[src/rtl/count_sequencer_pkg.sv]
// count_sequencer_pkg
// Shared definitions for the sweep sequencer: FSM state encoding and the
// default datapath widths used by the top level and the bench.
package count_sequencer_pkg;

    // Default value / end-value width (12-bit sweep datapath).
    localparam int DEF_WIDTH     = 12;
    // Default width of the inter-value delay count.
    localparam int DEF_DIV_WIDTH = 16;

    typedef enum logic [1:0] {
        S_IDLE = 2'd0,
        S_EMIT = 2'd1,
        S_WAIT = 2'd2,
        S_DONE = 2'd3
    } state_t;

endpackage

[src/rtl/count_sequencer_rate_timer.sv]
// count_sequencer_rate_timer
// Loadable down-counter that times the gap between an accepted value and
// the next offer. The count freezes while hold is high.
// Ports:
//   clk, rst   : clock, asynchronous active-low reset
//   clear      : force the count to zero (wins over load)
//   load       : load load_val into the count
//   load_val   : delay length in cycles
//   en         : counting enabled (sequencer is waiting)
//   hold       : freeze the count (pause)
//   tc         : terminal-count pulse, high in the cycle the count steps 1 -> 0
module count_sequencer_rate_timer #(
    parameter int DIV_WIDTH = 16
) (
    input  logic                 clk,
    input  logic                 rst,
    input  logic                 clear,
    input  logic                 load,
    input  logic [DIV_WIDTH-1:0] load_val,
    input  logic                 en,
    input  logic                 hold,
    output logic                 tc
);

    logic [DIV_WIDTH-1:0] count;
    logic                 step;

    assign step = en && !hold && (count != '0);
    assign tc   = step && (count == DIV_WIDTH'(1));

    always_ff @(posedge clk or negedge rst) begin
        if (!rst) begin
            count <= '0;
        end else if (clear) begin
            count <= '0;
        end else if (load) begin
            count <= load_val;
        end else if (step) begin
            count <= count - DIV_WIDTH'(1);
        end
    end

endmodule

[src/rtl/count_sequencer.sv]
// count_sequencer
// Walks value from 0 to a latched end value, offering each value downstream
// over valid/ready, with a programmable idle gap between values. Supports
// pause (freezes the gap), abort (back to IDLE) and restart from DONE.
// Ports:
//   clk, rst     : clock, asynchronous active-low reset
//   start        : begin a sweep (honoured in IDLE or DONE only)
//   abort        : end the sweep, return to IDLE (highest priority)
//   pause        : level; freezes the inter-value delay
//   end_val      : last sweep value, latched on accepted start
//   rate_div     : idle cycles between values, latched on accepted start
//   value        : current sweep value
//   value_valid  : value offered downstream
//   value_ready  : downstream accepts
//   busy         : sweep in progress (EMIT or WAIT)
//   done         : sweep completed (DONE)
module count_sequencer
    import count_sequencer_pkg::*;
#(
    parameter int WIDTH     = DEF_WIDTH,
    parameter int DIV_WIDTH = DEF_DIV_WIDTH
) (
    input  logic                 clk,
    input  logic                 rst,
    input  logic                 start,
    input  logic                 abort,
    input  logic                 pause,
    input  logic [WIDTH-1:0]     end_val,
    input  logic [DIV_WIDTH-1:0] rate_div,
    output logic [WIDTH-1:0]     value,
    output logic                 value_valid,
    input  logic                 value_ready,
    output logic                 busy,
    output logic                 done
);

    state_t               state, state_n;
    logic [WIDTH-1:0]     value_n;
    logic [WIDTH-1:0]     end_lat, end_n;
    logic [DIV_WIDTH-1:0] rate_lat, rate_n;
    logic                 tmr_load, tmr_clear, tmr_tc;

    count_sequencer_rate_timer #(
        .DIV_WIDTH (DIV_WIDTH)
    ) u_rate_timer (
        .clk      (clk),
        .rst      (rst),
        .clear    (tmr_clear),
        .load     (tmr_load),
        .load_val (rate_lat),
        .en       (state == S_WAIT),
        .hold     (pause),
        .tc       (tmr_tc)
    );

    always_ff @(posedge clk or negedge rst) begin
        if (!rst) begin
            state    <= S_IDLE;
            value    <= '0;
            end_lat  <= '0;
            rate_lat <= '0;
        end else begin
            state    <= state_n;
            value    <= value_n;
            end_lat  <= end_n;
            rate_lat <= rate_n;
        end
    end

    always_comb begin
        state_n   = state;
        value_n   = value;
        end_n     = end_lat;
        rate_n    = rate_lat;
        tmr_load  = 1'b0;
        tmr_clear = 1'b0;

        if (abort) begin
            // A transfer in this cycle still completes downstream; we just
            // do not advance past it.
            state_n   = S_IDLE;
            value_n   = '0;
            tmr_clear = 1'b1;
        end else begin
            unique case (state)
                S_IDLE, S_DONE: begin
                    if (start) begin
                        end_n   = end_val;
                        rate_n  = rate_div;
                        value_n = '0;
                        state_n = S_EMIT;
                    end
                end
                S_EMIT: begin
                    // value_valid is high throughout EMIT, so ready alone
                    // marks a transfer.
                    if (value_ready) begin
                        if (value == end_lat) begin
                            // Final value holds; no increment, so no wrap
                            // at the top of the range.
                            state_n = S_DONE;
                        end else begin
                            value_n = value + WIDTH'(1);
                            if (rate_lat != '0) begin
                                tmr_load = 1'b1;
                                state_n  = S_WAIT;
                            end
                        end
                    end
                end
                S_WAIT: begin
                    if (tmr_tc) begin
                        state_n = S_EMIT;
                    end
                end
                default: begin
                    state_n = S_IDLE;
                end
            endcase
        end
    end

    // Outputs decode the state register only; no input reaches them
    // combinationally.
    assign value_valid = (state == S_EMIT);
    assign busy        = (state == S_EMIT) || (state == S_WAIT);
    assign done        = (state == S_DONE);

endmodule

[config.mk]
export PLATFORM = sky130hd
export DESIGN_NAME = count_sequencer
export DESIGN_NICKNAME = d
export VERILOG_FILES = /design/src/rtl/count_sequencer_pkg.sv /design/src/rtl/count_sequencer_rate_timer.sv /design/src/rtl/count_sequencer.sv
export SDC_FILE = /design/constraint.sdc
export NUM_CORES = 1
export LEC_CHECK = 0
export ABC_AREA = 1
export BUFFER_PORTS_ARGS = -buffer_cell sky130_fd_sc_hd__buf_2
export CAP_MARGIN = 40
export CORE_MARGIN = 2
export CORE_UTILIZATION = 42
export CTS_BUF_LIST = sky130_fd_sc_hd__clkbuf_4 sky130_fd_sc_hd__clkbuf_8
export DETAILED_ROUTE_END_ITERATION = 10
export RECOVER_POWER = 50
export SLEW_MARGIN = 0
export SYNTH_ARGS = -nofsm -noshare
export SYNTH_HDL_FRONTEND = slang
export SYNTH_SLANG_ARGS = --single-unit
[constraint.sdc]
create_clock -name clk -period 3.4 [get_ports clk]
set_clock_uncertainty 0.2 [all_clocks]
set_input_delay 0.68 -clock clk [delete_from_list [all_inputs] [get_ports clk]]
set_output_delay 0.68 -clock clk [all_outputs]
set_load 0.02 [all_outputs]
==> impl_metrics.toml, run 1 <==
[synth]
avgSynthCellArea_um2 = 7.505
syn_area_um2 = 3520
synth_flop_cell = "dfrtp_1"
synth_edf_count = 0
yosysSeqAreaShare_pct = 41.24
synth_area_leader_cell = "dfrtp_1"
synth-seq-cells = 58
ys.warnings.count = 0
yosysUniqueCellTypes = 30
synth_top_area_share_pct = 41.24
postSynth.asyncResetShare_pct = 100.0
syn_inst = 469
synthTopCellsByArea = "dfrtp_1 (41%), nand2_1 (15%), nor2_1 (5.9%)"
syn-num-nets = 510

[pwr]
comb_power_share_pct = 42.8
ir_drop_mv = 0.3549
power.leakage_nw = 2.082
p_per_area_nw_per_um2 = 791.3
switching_power_w = 0.001368
p_sw_share_pct = 42.43
p_int_w = 0.001856
seq_power_share_pct = 35.1
clkPwrFrac_pct = 22.1

[flow_run]
max_cap_viol_count = 0

[sta]
finalSetupTns_ps = 0
slew-limit-headroom_pct = 2.019
slew_violations = 0
tightest_slew_ps = 1470
period_needed_ps = 2397
setup_viol = 0
hold_viol_final = 0
grt_setup_unrepaired = "no"
finalCritPeriodShare_pct = 70.49
fmax_mhz = 417.2

[critical_path]
path_cells = "inv_1, ha_1, inv_2, nor2_4, nand2_1, nand2_1, a31oi_4, nand2_2, nand2_4, nand2_1, nand2_1, nand2_1, nor2_1"
crit_fanout = 18
cp_common_cell = "nand2_1"
crit_path_end_kind = "register"
setup.worst_path.start_class = "register"
worstPathArrival_ps = 2420
cpPeakStageDelay_ps = 410
cpMaxStageDelayCell = "dfrtp_1"
worst-endpoint-required_ps = 3430
worstSetupPathType = "reg -> reg"

[place]
gp_congestion = 0.8793
placed_cell_area_um2 = 3867
io_buffers = 48
dpl.hpwl_um = 6381

[route]
vias_per_cell = 4.976
firstDrtPassIters = 5
drt-initial-drc-count = 233
wl_per_cell_um = 13.75
antenna_left = 0
routed_wl_um = 8677
vias = 3140
drc = 0

[final_layout]
layout_common_cells = "nand2_1 (140), dfrtp_1 (58), nor2_1 (55)"
fin_area_um2 = 4074
antennaDiodeCount = 0
area_delta_synth_final_pct = 15.75
nNetsFinal = 562
final_common_cell = "nand2_1"
drive_above_1_share_pct = 17.49

[floorplan]
start_util_pct = 43.05
die_w_um = 95.54
die_area_um2 = 9128
core-area_um2 = 8175
ios = 49
die_h_um = 95.54
rows = 33

[clock_network]
cts_resized = 0
clk_latency_ps = 340
root_buffer = "clkbuf_8"
cts_buffers = 9
cts_sinks = 58
cts_htree_levels = 3
clockBufferDepth = 2
cts_hold_buf = 0
cts_setup_buffers = 0
clk_pin_slew_ps = 70
cts_tree = "built"

[global_routing]
grt-ovfl-total = 0
grt_pass1_wl_um = 14390
grt_start_max_net_pins = 59
grt_pass1_vias = 2869
antenna_found_initial = 0
grt_usage_pct = 20.56

[min_path]
hold_class = "reg -> reg"

[outcome]
status = "finished, final reports clean"
[kinds of logic after synthesis]
group	share of synthesized area, %
DFF	41.24
and+or+nand+nor	33.66
xor gates and xnor gates	4.977
AOI/OAI and AO/OA	5.510
buffers and inverters	7.643
adders and majority gates	2.488
muxes	4.479
[through the flow]
step           instances  util (%)  hold slack [ps]  setup WS, ps  total power, W
6_report             631     49.83            298.2          1003        0.003224
4_1_cts              631     49.97            301.4          1021        0.003230
5_1_grt              631     49.83            322.4         790.0        0.003491
3_5_place_dp         615     47.31            281.5          1036        0.002511
2_1_floorplan        469         -            184.4          1306        0.002176
3_3_place_gp         615     47.31            263.1          1115        0.002499
[synthesized netlist by cell type (5+ instances only)]
cell	instances
a21oi_1	16
buf_2	5
clkbuf_1	5
dfrtp_1	58
ha_1	7
inv_1	49
mux2_2	14
nand2_1	140
nand3_1	35
nand4_1	19
nor2_1	55
nor3_1	9
o21ai_0	7
o21ai_1	8
xnor2_1	6
xor2_1	14
[routing by layer]
layer	wire (um)	global-route usage, %	share of wire, %	vias up
met4	129	6.905	1.5	0
met1	4329	32.10	50	1413
met3	461	3.004	5.3	13
met5	0	0	0	-
li1	-	-	-	1613
met2	3755	28.73	43	101
[path summary, 6_finish.rpt]
check	slack [ps]	end	cells past startpoint	startpoint
max	1000	value[5]	13	state[1]
min	300	u_rate_timer.count[15]	2	u_rate_timer.count[15]
max reg2reg	1000	value[5]	13	state[1]
min reg2reg	300	u_rate_timer.count[15]	2	u_rate_timer.count[15]
max in group asynchronous	1530	end_lat[11]	2	rst
min in group asynchronous	580	end_lat[8]	2	rst
[layout make-up]
type / count / area (um^2)
inverter: 52 / 195.2
clock inverter: 7 / 93.84
timing repair buffer: 54 / 274.0
multi-input combinational: 346 / 1804
sequential: 58 / 1451
fill: 809 / 4101
tap: 105 / 131.4
clock buffer: 9 / 123.9
[worst max-delay path: cells and delay by family (launching register included)]
kind,cells,cell delay (ps)
AO/OA/AOI/OAI,1,70
flip-flops,1,410
AND/OR/NAND/NOR,9,1100
buffers and inverters,2,220
adder cells (fa/ha/maj),1,290
[power by group through the flow]
stage               Combinational [W]  Clock (W)  Sequential (W)
finish                        0.00138   0.000712         0.00113
global route                  0.00157   0.000757         0.00116
CTS                           0.00138   0.000721         0.00113
detailed placement            0.00137          0         0.00114
global placement              0.00137          0         0.00113
floorplan                     0.00109          0         0.00108
[registers in the layout (all words and copies together), names as in the netlist]
name,cells
end_lat,12
rate_lat,16
state,2
u_rate_timer.count,16
value,12
Note: power is estimated with default switching activity, not from simulation.
==> run 2: changes to the inputs <==
==> constraint.sdc (replaced) <==
create_clock -name clk -period 2.29 [get_ports clk]
set_clock_uncertainty 0.2 [all_clocks]
set_input_delay 0.458 -clock clk [delete_from_list [all_inputs] [get_ports clk]]
set_output_delay 0.458 -clock clk [all_outputs]
set_load 0.02 [all_outputs]
==> impl_metrics.toml, run 2 (same netlist as run 1, synthesis figures left out) <==
[outcome]
status = "finished, final reports clean"

[critical_path]
r2r_end = "value[5]"
crit_fanout = 17
worstPathArrival_ps = 2120
r2r_setup_slack_ps = 200
crit_path_end_kind = "register"
setup.worst_path.start_class = "register"
regToRegStartpoint = "state[1]"
worstSetupPathType = "reg -> reg"
worstRegToRegCells = 12
worst-endpoint-required_ps = 2320

[route]
drc = 0
vias_per_cell = 5.022
antenna_left = 0
wl_per_cell_um = 13.98
drt-initial-drc-count = 119
routed_wl_um = 8959
firstDrtPassIters = 4
vias = 3219

[sta]
grt_setup_unrepaired = "no"
hold_viol_final = 0
fmax_mhz = 478.0
finalSetupTns_ps = 0
finalCritPeriodShare_pct = 91.35
finalWorstSetupSlack_ps = 198.1
setup_viol = 0
tightest_slew_ps = 1304
slew_violations = 0
slew-limit-headroom_pct = 13.04
period_needed_ps = 2092
hold-worst-slack_ps = 139.1

[floorplan]
rows = 33
start_util_pct = 43.05
die_w_um = 95.54
die_area_um2 = 9128
die_h_um = 95.54
ios = 49
core-area_um2 = 8175

[global_routing]
grt_pass1_vias = 3048
grt_usage_pct = 21.25
grt_pass1_wl_um = 14870
grt-ovfl-total = 0
grt_start_max_net_pins = 33
antenna_found_initial = 0

[clock_network]
cts_tree = "built"
cts_htree_levels = 3
cts_buffers = 9
root_buffer = "clkbuf_8"
clk_pin_slew_ps = 80
clk_latency_ps = 340
clockBufferDepth = 2
cts_sinks = 58

[final_layout]
nNetsFinal = 572
top_regs = "rate_lat (16), u_rate_timer.count (16)"
final_common_cell = "nand2_1"
antennaDiodeCount = 0
drive_above_1_share_pct = 19.03
area_delta_synth_final_pct = 20.01
layout_common_cells = "nand2_1 (140), dfrtp_1 (58), nor2_1 (55)"
fin_area_um2 = 4224

[place]
placed_cell_area_um2 = 3945
gp_congestion = 0.9466
place_ws_ps = 140.7
io_buffers = 48
dpl.hpwl_um = 6648

[min_path]
hold_path_depth = 2
hp-start = "end_val[2]"
hold_class = "in -> reg"
min_to = "end_lat[2]"

[pwr]
ir_drop_mv = 0.4599
p_per_area_nw_per_um2 = 1197
power.leakage_nw = 2.159

[flow_run]
max_cap_viol_count = 0
## run 2: power by group
part	leakage, nW	internal (W)	switching, W
clock network	0.124	0.000732	0.000475
registers	0.723	0.00138	0.000297
logic	1.31	0.000848	0.00132
total	2.16	0.00296	0.00210
## run 2: per-stage QoR
stage          total power [W]  util [%]  instances
4_1_cts               0.005009     51.42        639
2_1_floorplan         0.003231         -        469
6_report              0.005057     51.67        641
3_5_place_dp          0.003784     48.26        622
5_1_grt               0.005441     51.67        641
3_3_place_gp          0.003757     48.26        622
## run 2: how the worst max path moves through the flow
stage          startpoint  endpoint  slack [ps]  depth (start not counted)
3_5_place_dp     state[0]  value[5]         140                         11
2_1_floorplan    state[1]  value[7]         200                         12
5_1_grt          value[5]  state[0]          20                         10
6_report         state[1]  value[5]         200                         12
4_1_cts          state[1]  value[5]         130                         12
3_3_place_gp     state[0]  value[5]         230                         12
## run 2: timing repair
item,in CTS,in global routing
setup buffers,0,2
hold endpoints to repair,18,0
resized for setup,0,5
hold buffers,1,0
setup endpoints to repair,0,17
## run 2: final cells by class
type                       count  area, um^2
tap                          105       131.4
multi-input combinational    346        1818
timing repair buffer          64       376.6
sequential                    58        1451
clock buffer                   9       123.9
inverter                      52       197.7
fill                         815        3951
clock inverter                 7       125.1
## run 2: critical path, cell delays in order, from the launching register on
cell	delay [ps]
dfrtp_1	390
inv_1	60
ha_1	220
inv_4	130
nor2_4	40
nand2_1	50
nand2_1	90
a31oi_4	250
nand2_2	160
nand2_8	150
nand2_1	80
nor2_1	100
nor2_1	50
## run 2: layer usage
layer	up-vias	track usage [%]	wire length, um
li1	1627	-	-
met3	10	3.715	397
met2	73	32.52	3943
met4	0	7.857	119
met1	1509	30.10	4499
met5	-	0	0
==> run 3: changes to the inputs <==
==> constraint.sdc (replaced) <==
create_clock -name clk -period 2.38 [get_ports clk]
set_clock_uncertainty 0.2 [all_clocks]
set_input_delay 0.476 -clock clk [delete_from_list [all_inputs] [get_ports clk]]
set_output_delay 0.476 -clock clk [all_outputs]
set_load 0.02 [all_outputs]
==> impl_metrics.toml, run 3 (same netlist as run 1, synthesis figures left out) <==
[outcome]
status = "finished, final reports clean"

[critical_path]
crit_fanout = 17
r2r_end = "value[5]"
regToRegStartpoint = "state[0]"
path_cells = "ha_1, inv_4, nor2_4, nand2_1, nand2_1, a31oi_4, nand2_2, nand2_8, nand2_1, nor2_1, nor2_1"
worst-endpoint-required_ps = 2410
worstPathArrival_ps = 2170
crit_end = "value[5]"
crit_start = "state[0]"
cpMaxStageDelayCell = "dfrtp_1"
setup.worst_path.start_class = "register"
cpPeakStageDelay_ps = 420
crit_path_end_kind = "register"
worstRegToRegCells = 11
r2r_setup_slack_ps = 240
worstSetupPathType = "reg -> reg"
cp_common_cell = "nand2_1"

[final_layout]
final_common_cell = "nand2_1"
antennaDiodeCount = 0
area_delta_synth_final_pct = 18.77
fin_area_um2 = 4180
top_regs = "rate_lat (16), u_rate_timer.count (16)"
drive_above_1_share_pct = 19.37
nNetsFinal = 573
layout_common_cells = "nand2_1 (140), dfrtp_1 (58), nor2_1 (55)"

[floorplan]
die_w_um = 95.54
core-area_um2 = 8175
rows = 33
ios = 49
start_util_pct = 43.05
die_h_um = 95.54
die_area_um2 = 9128

[clock_network]
cts_htree_levels = 3
root_buffer = "clkbuf_8"
cts_tree = "built"
cts_setup_buffers = 0
clk_pin_slew_ps = 80
clk_latency_ps = 340
cts_sinks = 58
cts_buffers = 9
clockBufferDepth = 2

[route]
wl_per_cell_um = 13.57
drt-initial-drc-count = 118
antenna_left = 0
vias_per_cell = 4.919
firstDrtPassIters = 4
vias = 3158
drc = 0
routed_wl_um = 8714

[pwr]
p_per_area_nw_per_um2 = 1120
clkPwrFrac_pct = 22.3
p_int_w = 0.002716
ir_drop_mv = 0.5025
p_sw_share_pct = 41.97
power.leakage_nw = 2.141
switching_power_w = 0.001965
seq_power_share_pct = 34.3
comb_power_share_pct = 43.4

[global_routing]
use_met3_pct = 3.241
antenna_found_initial = 0
use_met2_pct = 32.05
grt_most_used_layer = "met2"
globalRouteMet1Util_pct = 30.88
grt-ovfl-total = 0
grt_usage_pct = 21.09
grt_pass1_vias = 3017
grt_start_max_net_pins = 59
grt_pass1_wl_um = 14770

[sta]
finalSetupTns_ps = 0
hold_viol_final = 0
setup_viol = 0
grt_setup_unrepaired = "no"
tightest_slew_ps = 831.0
hold-worst-slack_ps = 165.8
finalCritPeriodShare_pct = 89.86
fmax_mhz = 467.6
slew-limit-headroom_pct = 44.60
slew_violations = 0
period_needed_ps = 2139

[place]
dpl.hpwl_um = 6497
placed_cell_area_um2 = 3955
io_buffers = 48
gp_congestion = 0.8969

[flow_run]
max_cap_viol_count = 0

[min_path]
hold_class = "in -> reg"
-- run 3: cell types whose count changed in the layout (fill, tap and decap cells not counted), moves of 2 or more --
cell,delta
buf_2,+2
buf_12,-2
buf_4,+2
clkbuf_1,-2
clkinvlp_4,+2
-- run 3: final cells by class --
| type | count | area (um^2) |
|---|---|---|
| clock buffers | 9 | 123.9 |
| well taps | 105 | 131.4 |
| clock inverters | 7 | 101.3 |
| inverters | 52 | 197.7 |
| fillers | 835 | 3995 |
| flip-flops and latches | 58 | 1451 |
| repair buffers | 65 | 361.6 |
| multi-input cells | 346 | 1813 |
-- run 3: timing repair --
item,in CTS,in global routing
gates resized for setup,0,3
setup endpoints to repair,0,2
hold buffers,1,0
endpoints found under the hold margin,58,0
-- run 3: power groups by stage --
| stage | clock, W | sequential [W] | combinational (W) |
|---|---|---|---|
| 2_1_floorplan | 0 | 0.00155 | 0.00156 |
| 3_3_place_gp | 0 | 0.00161 | 0.00200 |
| 6_report | 0.00104 | 0.00160 | 0.00203 |
| 3_5_place_dp | 0 | 0.00162 | 0.00202 |
| 5_1_grt | 0.00111 | 0.00165 | 0.00234 |
| 4_1_cts | 0.00106 | 0.00160 | 0.00203 |
-- run 3: metrics by stage --
step	utilization (%)	setup WS [ps]	std cells	total power [W]
6_report	51.13	241.3	642	0.004681
3_3_place_gp	48.38	174.4	625	0.003614
3_5_place_dp	48.38	188.4	625	0.003636
4_1_cts	51.25	168.1	642	0.004693
2_1_floorplan	-	285.6	469	0.003108
5_1_grt	51.13	25.11	642	0.005095
-- run 3: worst max-delay path: cells and delay by family (launching register included) --
family / cells / cell delay [ps]
and+or+nand+nor: 8 / 780
adders and majority gates: 1 / 260
AOI/OAI and AO/OA: 1 / 240
buffers and inverters: 1 / 130
DFF: 1 / 420
-- run 3: worst min-delay path by stage --
stage                      startpoint                     end  slack [ps]  cells after the start
3_5_place_dp   u_rate_timer.count[15]  u_rate_timer.count[15]         270                      2
4_1_cts                   rate_div[5]             rate_lat[5]         160                      2
6_report                  rate_div[5]             rate_lat[5]         170                      2
5_1_grt                   rate_div[9]             rate_lat[9]         170                      2
2_1_floorplan                     rst              end_lat[0]         -20                      0
3_3_place_gp   u_rate_timer.count[15]  u_rate_timer.count[15]         270                      2
-- run 3: routing by layer --
metal / vias to the layer above / wire [um]
li1: 1630 / -
met1: 1462 / 4401
met2: 57 / 3870
met3: 9 / 328
met4: 0 / 113
met5: - / 0
